[src/rtl/light_pkg.sv]
// Shared types and default tuning for the ambient-light front end of the street light controller.
package light_pkg;
   typedef enum logic [1:0] {DAY, DUSK, NIGHT, DAWN} light_state_t;
   typedef enum {CLS_DARK, CLS_LIGHT, CLS_BAND} sample_class_t;

   localparam int unsigned DEF_ADC_W       = 10;
   localparam int unsigned DEF_DARK_TH     = 200;
   localparam int unsigned DEF_LIGHT_TH    = 300;
   localparam int unsigned DEF_CONFIRM_N   = 4;
   localparam int unsigned DEF_TIMEOUT_CYC = 100000;
endpackage

[src/rtl/sensor_watchdog.sv]
// Saturating idle-cycle counter on the ADC stream; timeout stays high while the counter
// sits at TIMEOUT_CYC and drops on the next kick.
module sensor_watchdog
   import light_pkg::*;
#(
   parameter int unsigned TIMEOUT_CYC = DEF_TIMEOUT_CYC
) (
   input  logic clk_in,
   input  logic reset,
   input  logic kick,
   output logic timeout
);
   localparam int WD_W = $clog2(TIMEOUT_CYC + 1);
   localparam logic [WD_W-1:0] WD_MAX = WD_W'(TIMEOUT_CYC);

   logic [WD_W-1:0] wd_cnt;

   always_ff @(posedge clk_in) begin
      if (reset) begin
         wd_cnt <= '0;
      end else if (kick) begin
         wd_cnt <= '0;
      end else if (wd_cnt != WD_MAX) begin
         wd_cnt <= wd_cnt + WD_W'(1);
      end
   end

   assign timeout = (wd_cnt == WD_MAX);
endmodule

[src/rtl/light_sensor_conditioner.sv]
// Turns raw ambient-light samples into a debounced day/night level with hysteresis,
// N-sample confirmation and a fail-to-night watchdog on the sample stream.
module light_sensor_conditioner
   import light_pkg::*;
#(
   parameter int unsigned ADC_W       = DEF_ADC_W,
   parameter int unsigned DARK_TH     = DEF_DARK_TH,
   parameter int unsigned LIGHT_TH    = DEF_LIGHT_TH,
   parameter int unsigned CONFIRM_N   = DEF_CONFIRM_N,
   parameter int unsigned TIMEOUT_CYC = DEF_TIMEOUT_CYC
) (
   input  logic             clk_in,
   input  logic             reset,
   input  logic             adc_valid,
   input  logic [ADC_W-1:0] adc_data,
   output logic             dark_out,
   output logic             change_pulse,
   output logic             sensor_fault
);
   localparam int CNT_W = $clog2(CONFIRM_N + 1);
   localparam logic [CNT_W-1:0] CNT_LAST = CNT_W'(CONFIRM_N - 1);
   localparam logic [ADC_W-1:0] DARK_V   = ADC_W'(DARK_TH);
   localparam logic [ADC_W-1:0] LIGHT_V  = ADC_W'(LIGHT_TH);

   if (DARK_TH >= LIGHT_TH || CONFIRM_N == 0 || TIMEOUT_CYC < 2) begin : g_param_check
      $error("light_sensor_conditioner: need DARK_TH < LIGHT_TH, CONFIRM_N >= 1, TIMEOUT_CYC >= 2");
   end

   function automatic sample_class_t classify(input logic [ADC_W-1:0] d);
      if (d <= DARK_V)       return CLS_DARK;
      else if (d >= LIGHT_V) return CLS_LIGHT;
      else                   return CLS_BAND;
   endfunction

   light_state_t     state, state_nxt;
   logic [CNT_W-1:0] cnt, cnt_nxt;
   sample_class_t    cls;
   logic             wd_timeout;
   logic             dark_nxt, pulse_nxt, fault_nxt;

   sensor_watchdog #(.TIMEOUT_CYC(TIMEOUT_CYC)) u_watchdog (
      .clk_in  (clk_in),
      .reset   (reset),
      .kick    (adc_valid),
      .timeout (wd_timeout)
   );

   assign cls = classify(adc_data);

   always_ff @(posedge clk_in) begin
      if (reset) begin
         state <= DAY;
         cnt   <= '0;
      end else begin
         state <= state_nxt;
         cnt   <= cnt_nxt;
      end
   end

   // A valid sample always takes priority over the watchdog, so a sample arriving on the
   // timeout cycle is classified normally and no fault is raised.
   always_comb begin
      state_nxt = state;
      cnt_nxt   = cnt;
      if (adc_valid) begin
         unique case (state)
            DAY: begin
               cnt_nxt = '0;
               if (cls == CLS_DARK) begin
                  if (CNT_LAST == '0) state_nxt = NIGHT;
                  else begin
                     state_nxt = DUSK;
                     cnt_nxt   = CNT_W'(1);
                  end
               end
            end
            DUSK: begin
               if (cls != CLS_DARK) begin
                  state_nxt = DAY;
                  cnt_nxt   = '0;
               end else if (cnt == CNT_LAST) begin
                  state_nxt = NIGHT;
                  cnt_nxt   = '0;
               end else begin
                  cnt_nxt = cnt + CNT_W'(1);
               end
            end
            NIGHT: begin
               cnt_nxt = '0;
               if (cls == CLS_LIGHT) begin
                  if (CNT_LAST == '0) state_nxt = DAY;
                  else begin
                     state_nxt = DAWN;
                     cnt_nxt   = CNT_W'(1);
                  end
               end
            end
            DAWN: begin
               if (cls != CLS_LIGHT) begin
                  state_nxt = NIGHT;
                  cnt_nxt   = '0;
               end else if (cnt == CNT_LAST) begin
                  state_nxt = DAY;
                  cnt_nxt   = '0;
               end else begin
                  cnt_nxt = cnt + CNT_W'(1);
               end
            end
            default: begin
               state_nxt = DAY;
               cnt_nxt   = '0;
            end
         endcase
      end else if (wd_timeout) begin
         state_nxt = NIGHT;
         cnt_nxt   = '0;
      end
   end

   always_comb begin
      dark_nxt  = (state_nxt == NIGHT) || (state_nxt == DAWN);
      pulse_nxt = (dark_nxt != dark_out);
      fault_nxt = !adc_valid && wd_timeout;
   end

   always_ff @(posedge clk_in) begin
      if (reset) begin
         dark_out     <= 1'b0;
         change_pulse <= 1'b0;
         sensor_fault <= 1'b0;
      end else begin
         dark_out     <= dark_nxt;
         change_pulse <= pulse_nxt;
         sensor_fault <= fault_nxt;
      end
   end
endmodule

[config.mk]
export PLATFORM = sky130hd
export DESIGN_NAME = light_sensor_conditioner
export DESIGN_NICKNAME = d
export VERILOG_FILES = /design/src/rtl/light_pkg.sv /design/src/rtl/sensor_watchdog.sv /design/src/rtl/light_sensor_conditioner.sv
export SDC_FILE = /design/constraint.sdc
export NUM_CORES = 1
export LEC_CHECK = 0
export BUFFER_PORTS_ARGS = -buffer_cell sky130_fd_sc_hd__buf_2
export CAP_MARGIN = 10
export CORE_MARGIN = 3
export CORE_UTILIZATION = 59
export CTS_BUF_LIST = sky130_fd_sc_hd__clkbuf_2
export DETAILED_ROUTE_END_ITERATION = 12
export PLACE_DENSITY = 0.79
export SYNTH_ARGS = -nofsm -noshare
export SYNTH_HDL_FRONTEND = slang
export SYNTH_SLANG_ARGS = --single-unit
[constraint.sdc]
create_clock -name clk_in -period 2.11 [get_ports clk_in]
set_input_delay 0.3165 -clock clk_in [delete_from_list [all_inputs] [get_ports clk_in]]
set_output_delay 0.3165 -clock clk_in [all_outputs]
set_load 0.1 [all_outputs]
==> out/results.txt, run 1 <==
Slew headroom -> 68.0%
Syn Area/Cell -> 9.06 um^2
Routed met3 length -> 56 um
H-tree depth -> 1
Number of global-route vias before repair -> 897
Initial antenna violation count -> 0
Clock sinks -> 25
Placed cells -> 176
Global-route wire length before repair -> 3810 um
Pin count of the biggest net entering global routing -> 19
Tot GR Track Use -> 18.9%
Port bufs -> 15
Sw Share -> 25.9%
DRC Markers -> 0
Num rows -> 16
TNS Setup -> 0 ps
DRT Pass-1 Iters -> 5
Die W -> 52.0 um
Worst EP arrival -> 2010 ps
Hold buffers post-CTS -> 0
Peak VDD IR -> 398 uV
YS warnings -> 0
M1 wire length -> 1010 um
Placer Congestion -> 0.779
Final setup viols -> 0
Die span in y -> 52.0 um
Power Density -> 559 mW/mm^2
Post-route insts no fill -> 180
Final hold vios -> 0
Skew-Pair Late Insertion Delay -> 340 ps
DR iter-0 viols -> 19
Via-to-Cell Ratio -> 5.62
Post-Syn Instances -> 138
Root Driver -> clkbuf_2
Pint -> 564 uW
Routed length per instance -> 12.9 um
Starting Density -> 63.1%
Ports -> 16
Fin crit share -> 83.4%
Routed WL -> 2330 um
Synth Flop Type -> dfxtp_1
Met2 Wirelength -> 1220 um
PnR Total Power -> 761 uW
TritonCTS clock tree -> done
Pleak -> 0.510 nW
# diodes -> 0
RSZ-0062 raised after global routing -> false
Hold Crit Class -> in2reg
Worst Tran Pin Value -> 484 ps
Dpl hpwl -> 1790 um
Fraction of power consumed by the clock network -> 24.0%
Antenna-violating nets left -> 0
Die ar. -> 0.00271 mm^2
WP data required -> 2360 ps
Logic pwr share -> 11.7%
CP startpoint kind -> flip-flop
Switching power total -> 197 uW
Mapped Nets -> 154
Seq cells post-synth -> 25
Crit Path Category -> reg2reg
Post-cts resize count -> 0
Hold WS -> 231 ps
Status -> complete, no violations
Post-synthesis sequential area ratio -> 40.0%
Post-synth EDFFs -> 0
Max Cap Viol -> 0
Core area -> 0.00198 mm^2
Async SR Flop Fraction -> 0%
Layout cells sized above 1 -> 20.9%
Final Max Tran Viols -> 0
Crit path max fanout -> 9
Post-CTS setup buffers -> 0
Grt ovf -> 0
Area Overhead vs Synth -> 9.01%
Fin nets -> 170
Fmax -> 568 MHz
Period minus WS final -> 1760 ps
Via count -> 1012
Total CTS buffers -> 3
Post-Syn Area -> 0.00125 mm^2
Top sig layer -> met4
Number of fill cells -> 170
Crit path capture type -> flip-flop
Distinct cells, synth -> 41
Clock skew -> 13.3 ps
Clock transition at path regs -> 220 ps
Seq pwr share -> 64.3%
Clk buf depth -> 2
[cell type report]
cell class | instances | area, um^2 | area share [%]
Inverter | 3 | 11.3 | 0.826
Clock buffer | 4 | 20.0 | 1.47
Sequential cell | 25 | 500 | 36.7
Multi-Input combinational cell | 106 | 722 | 53.0
Timing Repair Buffer | 15 | 75.1 | 5.51
Tap cell | 27 | 33.8 | 2.48
[cell usage in the layout, fill, tap and decap left out, drive strengths merged, types with 5 or more instances in the layout]
| cell type | n |
|---|---|
| nand2 | 9 |
| xor2 | 9 |
| dfxtp | 25 |
| nor2 | 28 |
| buf | 15 |
| nand4 | 5 |
| nand3 | 8 |
[critical path, stage by stage, from the launching register on]
cell and delay [ps]:
dfxtp_1 420, inv_1 80, ha_1 150, nor4b_4 240, nand4_4 220, nand2_2 110, o211ai_2 140, mux2_4 320
[flip-flops by register name, summed over array words and instances (netlist names)]
register,count
u_watchdog.wd_cnt,17
cnt,3
sensor_fault,1
dark_out,1
change_pulse,1
state,2
[routing by layer]
| layer | vias up | GRT usage (%) |
|---|---|---|
| li1 | 511 | - |
| met1 | 479 | 22.2 |
| met2 | 17 | 32.8 |
| met3 | 5 | 2.58 |
| met4 | 0 | 10.0 |
| met5 | - | 0 |
[synthesized netlist by cell type (2+ instances only)]
cell / n / area share (%)
nor2_1: 28 / 8.4
nor4_2: 2 / 2.0
clkbuf_1: 3 / 0.90
nand4_1: 3 / 1.5
and3_1: 2 / 1.0
nand3_1: 7 / 2.8
dfxtp_1: 25 / 40
o21ai_0: 4 / 1.6
xor2_1: 9 / 6.3
inv_1: 3 / 0.90
a32oi_1: 2 / 1.4
ha_1: 3 / 3.0
o211ai_1: 2 / 1.2
nor2b_1: 4 / 2.0
or3_1: 2 / 1.0
nand2_1: 8 / 2.4
xnor2_1: 4 / 2.8
a21oi_1: 4 / 1.6
[stage by stage]
stage | cell area (um^2) | setup slack [ps] | util (%)
after floorplan | 1250 | 557 | -
after global placement | 1340 | 434 | 67.7
after detailed placement | 1340 | 385 | 67.7
after CTS | 1360 | 350 | 68.8
after global routing | 1360 | 248 | 68.8
final | 1360 | 349 | 68.8
[power by group through the flow]
stage / logic (mW) / registers (mW) / clock network [mW]
after CTS: 0.0891 / 0.490 / 0.192
after floorplan: 0.0446 / 0.519 / 0
after global placement: 0.0856 / 0.498 / 0
after detailed placement: 0.0888 / 0.499 / 0
after global routing: 0.0966 / 0.491 / 0.212
final: 0.0892 / 0.490 / 0.182
[logic make-up (layout without fill, tap and decap cells)]
family                     after synthesis  after routing  share of synthesized area (%)
AOI/OAI and AO/OA                       18             18                           10.6
xor gates and xnor gates                13             13                           9.11
adders and majority gates                3              3                           3.00
buffers and inverters                    7             22                           2.20
DFF                                     25             25                           40.0
muxes                                    2              2                           2.00
and+or+nand+nor                         70             70                           33.0
[worst paths after layout]
| check | from | endpoint | slack (ps) | depth (start not counted) |
|---|---|---|---|---|
| setup / recovery | u_watchdog.wd_cnt[0]$_SDFFE_PP0N_ | change_pulse$_SDFF_PP0_ | 350 | 7 |
| setup reg to reg | u_watchdog.wd_cnt[0]$_SDFFE_PP0N_ | change_pulse$_SDFF_PP0_ | 350 | 7 |
| hold / removal | reset | cnt[0]$_SDFFE_PP0P_ | 230 | 2 |
| hold reg to reg | cnt[2]$_SDFFE_PP0P_ | cnt[2]$_SDFFE_PP0P_ | 500 | 1 |
Note: power is estimated with default switching activity, not from simulation.
==> run 2, diff against run 1 <==
clock period = 1.8 ns   (was 2.11 ns; I/O delays follow)
==> run 2 against run 1 <==
Against the previous run: setup slack got worse by 160 ps; register-to-register slack got worse by 160 ps; non-clock buffer count is 1 higher; critical path depth unchanged; cell count increased by 0.56%; critical path type unchanged; critical endpoint unchanged.
==> out/results.txt, run 2 (same netlist as run 1, synthesis figures left out) <==
Hold buffers post-CTS -> 0
Hold WS -> 169 ps
Crit path max-delay family -> simple AND/OR/NAND/NOR gates
TritonCTS clock tree -> done
Die W -> 52.0 um
Status -> complete, no violations
Max reg flops -> 17
Worst Tran Pin Value -> 483 ps
Met3 GRT Util -> 3.44%
Die ar. -> 0.00271 mm^2
Starting Density -> 63.1%
Area Overhead vs Synth -> 9.61%
Hold endpoint -> state[1]$_SDFF_PP0_
Ports -> 16
Clock transition at path regs -> 220 ps
Layout cells sized above 1 -> 21.4%
TNS Setup -> 0 ps
Most frequent cells in the layout -> nor2_1 (28), dfxtp_1 (25), buf_2 (15)
Via-to-Cell Ratio -> 5.55
Routed WL -> 2350 um
Pin count of the biggest net entering global routing -> 19
H-tree depth -> 1
Number of global-route vias before repair -> 974
Final hold vios -> 0
Hold Crit Class -> in2reg
# diodes -> 0
Worst EP arrival -> 1890 ps
Met1 GRT Util -> 21.8%
Pleak -> 0.514 nW
Via count -> 1005
Max Cap Viol -> 0
Dpl hpwl -> 1830 um
Finished layout cell area -> 0.00137 mm^2
Num rows -> 16
Commonest non-fill, non-tap cell in the layout -> nor2_1
DR iter-0 viols -> 15
Crit path max fanout -> 6
Crit Path Category -> reg2reg
Port bufs -> 15
Antenna-violating nets left -> 0
Post-route insts no fill -> 181
Hold Path Stages -> 2
Grt ovf -> 0
Placed cells -> 177
Period minus WS final -> 1610 ps
Worst r2r src -> u_watchdog.wd_cnt[0]$_SDFFE_PP0N_
Clock sinks -> 25
Clock skew -> 6.95 ps
Fin nets -> 171
Placer Congestion -> 0.786
Biggest regs -> u_watchdog.wd_cnt x17, cnt x3, state x2
Initial antenna violation count -> 0
Gr busiest metal -> met2
Worst-path cell chain -> inv_1, ha_1, nor4b_4, nand4_4, nand2_2, o211ai_2, mux2_4
Final Max Tran Viols -> 0
Largest stage delay, worst path -> 420 ps
Skew-Pair Late Insertion Delay -> 340 ps
Met2 Use GR -> 39.5%
Clk buf depth -> 2
Routed length per instance -> 13.0 um
Global-route wire length before repair -> 4150 um
DRT Pass-1 Iters -> 4
Total CTS buffers -> 3
Critical-path top delay cell -> dfxtp_1
Slew headroom -> 68.0%
Fin crit share -> 89.7%
DRC Markers -> 0
Register bank with the most flops -> u_watchdog.wd_cnt
Reg2Reg Depth -> 7
Core area -> 0.00198 mm^2
RR Endpoint -> change_pulse$_SDFF_PP0_
Placed instance area -> 0.00135 mm^2
CP startpoint kind -> flip-flop
Buf/Inv on CP -> 1
Fmax -> 620 MHz
Power Density -> 657 mW/mm^2
Final setup viols -> 0
Tot GR Track Use -> 20.6%
Peak VDD IR -> 479 uV
Die span in y -> 52.0 um
Crit path capture type -> flip-flop
Min-delay src -> reset
Final design utilization -> 69.1%
Root Driver -> clkbuf_2
RSZ-0062 raised after global routing -> false
WP data required -> 2080 ps
Reg2reg setup slack -> 190 ps
## run 2: cell count changes in the layout (fill, tap and decap cells not counted), sizes merged
cell,change
buf,+1
## run 2: routing by layer
metal | wire [um] | up-vias
met5 | 0 | -
met4 | 33 | 0
met3 | 44 | 5
met2 | 1300 | 8
met1 | 976 | 479
li1 | - | 513
## run 2: how the worst max path moves through the flow
stage,start,endpoint,depth (start not counted)
final,u_watchdog.wd_cnt[0]$_SDFFE_PP0N_,change_pulse$_SDFF_PP0_,7
after global routing,u_watchdog.wd_cnt[0]$_SDFFE_PP0N_,u_watchdog.wd_cnt[16]$_SDFFE_PP0N_,5
after CTS,u_watchdog.wd_cnt[0]$_SDFFE_PP0N_,change_pulse$_SDFF_PP0_,7
after detailed placement,adc_data[6],cnt[1]$_SDFFE_PP0P_,6
after global placement,adc_data[3],cnt[1]$_SDFFE_PP0P_,6
after floorplan,u_watchdog.wd_cnt[0]$_SDFFE_PP0N_,change_pulse$_SDFF_PP0_,7
## run 2: cell type report
type                       instances  area, um^2
multi-input combinational        106         722
fill                             164         612
sequential                        25         500
timing repair buffer              16        82.6
tap                               27        33.8
clock buffer                       4        20.0
inverter                           3        11.3
## run 2: repair_timing
| item | in CTS | in global routing |
|---|---|---|
| endpoints found under the setup margin | 0 | 1 |
| gates resized for setup | 0 | 1 |
| hold endpoints to repair | 0 | 0 |
| setup buffers | 0 | 0 |
## run 2: power breakdown
group,total (mW),switching (mW),internal [mW]
Clock,0.222,0.163,0.0587
Combinational,0.105,0.0667,0.0379
Sequential,0.574,0.00931,0.565
Total,0.900,0.239,0.661
## run 2: stage by stage
step,total power [mW],setup slack (ps)
2_1_floorplan,0.660,247
3_3_place_gp,0.685,191
3_5_place_dp,0.689,173
4_1_cts,0.910,179
5_1_grt,0.941,57.9
6_report,0.900,186
==> run 3, diff against run 2 <==
PLACE_DENSITY = 0.81   (was 0.79)
==> run 3 against run 2 <==
Against the previous run: core utilization rose by 0.13 points; clock power rose by 2%; fmax fell by 0.27%; power rose by 0.62%; largest cell class unchanged; largest power group unchanged.
==> out/results.txt, run 3 (same netlist as run 1, synthesis figures left out) <==
Final Max Tran Viols -> 0
Dpl hpwl -> 1820 um
Critical-path top delay cell -> dfxtp_1
WP data required -> 2080 ps
Fmax -> 618 MHz
Finished layout cell area -> 0.00137 mm^2
Final hold vios -> 0
Total CTS buffers -> 3
RSZ-0062 raised after global routing -> false
# diodes -> 0
Crit Path Category -> reg2reg
Tot GR Track Use -> 20.4%
DR iter-0 viols -> 13
Max reg flops -> 17
Pleak -> 0.510 nW
Fin crit share -> 89.9%
Via-to-Cell Ratio -> 5.54
Port bufs -> 15
Root Driver -> clkbuf_2
TritonCTS clock tree -> done
Clock skew -> 0.947 ps
Die span in y -> 52.0 um
Slew headroom -> 67.7%
Crit path capture type -> flip-flop
Grt ovf -> 0
Layout cells sized above 1 -> 21.4%
Num rows -> 16
Register bank with the most flops -> u_watchdog.wd_cnt
TNS Setup -> 0 ps
Placer Congestion -> 0.781
Worst EP arrival -> 1900 ps
Initial antenna violation count -> 0
Clock transition at path regs -> 240 ps
Final setup viols -> 0
CP startpoint kind -> flip-flop
Most frequent cells in the layout -> nor2_1 (28), dfxtp_1 (25), buf_2 (15)
Hold Crit Class -> in2reg
Fin nets -> 171
Ports -> 16
Max Cap Viol -> 0
DRT Pass-1 Iters -> 4
Global-route wire length before repair -> 4080 um
Worst-path cell chain -> ha_1, nor2b_1, nand2_1, o21ai_1, o211ai_2, mux2_4
Number of global-route vias before repair -> 1003
Commonest non-fill, non-tap cell in the layout -> nor2_1
Die W -> 52.0 um
Area Overhead vs Synth -> 9.81%
Antenna-violating nets left -> 0
Power Density -> 660 mW/mm^2
DRC Markers -> 0
Worst Tran Pin Value -> 487 ps
Via count -> 1002
Skew-Pair Late Insertion Delay -> 350 ps
Die ar. -> 0.00271 mm^2
Status -> complete, no violations
Biggest regs -> u_watchdog.wd_cnt x17, cnt x3, state x2
Period minus WS final -> 1620 ps
Routed length per instance -> 13.1 um
Placed instance area -> 0.00135 mm^2
Starting Density -> 63.1%
Clk buf depth -> 2
Routed WL -> 2370 um
H-tree depth -> 1
Largest stage delay, worst path -> 420 ps
Crit path max fanout -> 3
Clock sinks -> 25
Pin count of the biggest net entering global routing -> 19
Core area -> 0.00198 mm^2
Peak VDD IR -> 537 uV
PnR Total Power -> 906 uW
-- run 3: cell types whose count changed in the layout (fill, tap and decap cells not counted), sizes merged --
cell      before  now
clkbuf         4    3
clkinvlp       0    1
-- run 3: path summary, 6_finish.rpt --
path                                          start                       to  slack (ps)  cells after the start
worst max-delay path            cnt[0]$_SDFFE_PP0P_  change_pulse$_SDFF_PP0_         180                      6
worst max register to register  cnt[0]$_SDFFE_PP0P_  change_pulse$_SDFF_PP0_         180                      6
worst min register to register  cnt[2]$_SDFFE_PP0P_      cnt[2]$_SDFFE_PP0P_         490                      1
worst min-delay path                          reset      state[1]$_SDFF_PP0_         150                      2
-- run 3: worst max-delay path: cells and delay by family, from the launching register on --
kind | cells | cell delay [ps]
flops | 1 | 420
simple gates | 2 | 320
mux | 1 | 320
compound gates | 2 | 300
fa+ha+maj | 1 | 180
-- run 3: power breakdown --
| part | internal, mW | switching, mW |
|---|---|---|
| Combinational | 0.0380 | 0.0672 |
| Sequential | 0.565 | 0.00977 |
| Clock | 0.0516 | 0.174 |
| Total | 0.654 | 0.251 |
-- run 3: cell type report --
| type | instances | area (um^2) |
|---|---|---|
| Multi-Input combinational cell | 106 | 722 |
| Clock inverter | 1 | 7.51 |
| Fill cell | 164 | 609 |
| Inverter | 3 | 11.3 |
| Clock buffer | 3 | 15.0 |
| Timing Repair Buffer | 16 | 82.6 |
| Sequential cell | 25 | 500 |
| Tap cell | 27 | 33.8 |
-- run 3: through the flow --
stage	util [%]	hold WS [ps]	instances	setup slack [ps]
global route	69.3	145	181	51.1
global placement	68.1	464	177	218
floorplan	-	445	138	247
CTS	69.3	148	181	125
finish	69.3	152	181	182
detailed placement	68.1	463	177	152
-- run 3: per-layer routing --
| layer | wire, um | GRT usage [%] | share of wire (%) | up-vias |
|---|---|---|---|---|
| met1 | 1010 | 21.3 | 43 | 464 |
| met5 | 0 | 0 | 0 | - |
| li1 | - | - | - | 515 |
| met3 | 106 | 4.01 | 4.5 | 4 |
| met2 | 1200 | 37.9 | 51 | 19 |
| met4 | 48 | 10.5 | 2.0 | 0 |
-- run 3: timing repair --
action	in CTS	in global routing
setup endpoints to repair	0	1
resized for setup	0	1
buffers inserted	0	0
hold buffers	0	0
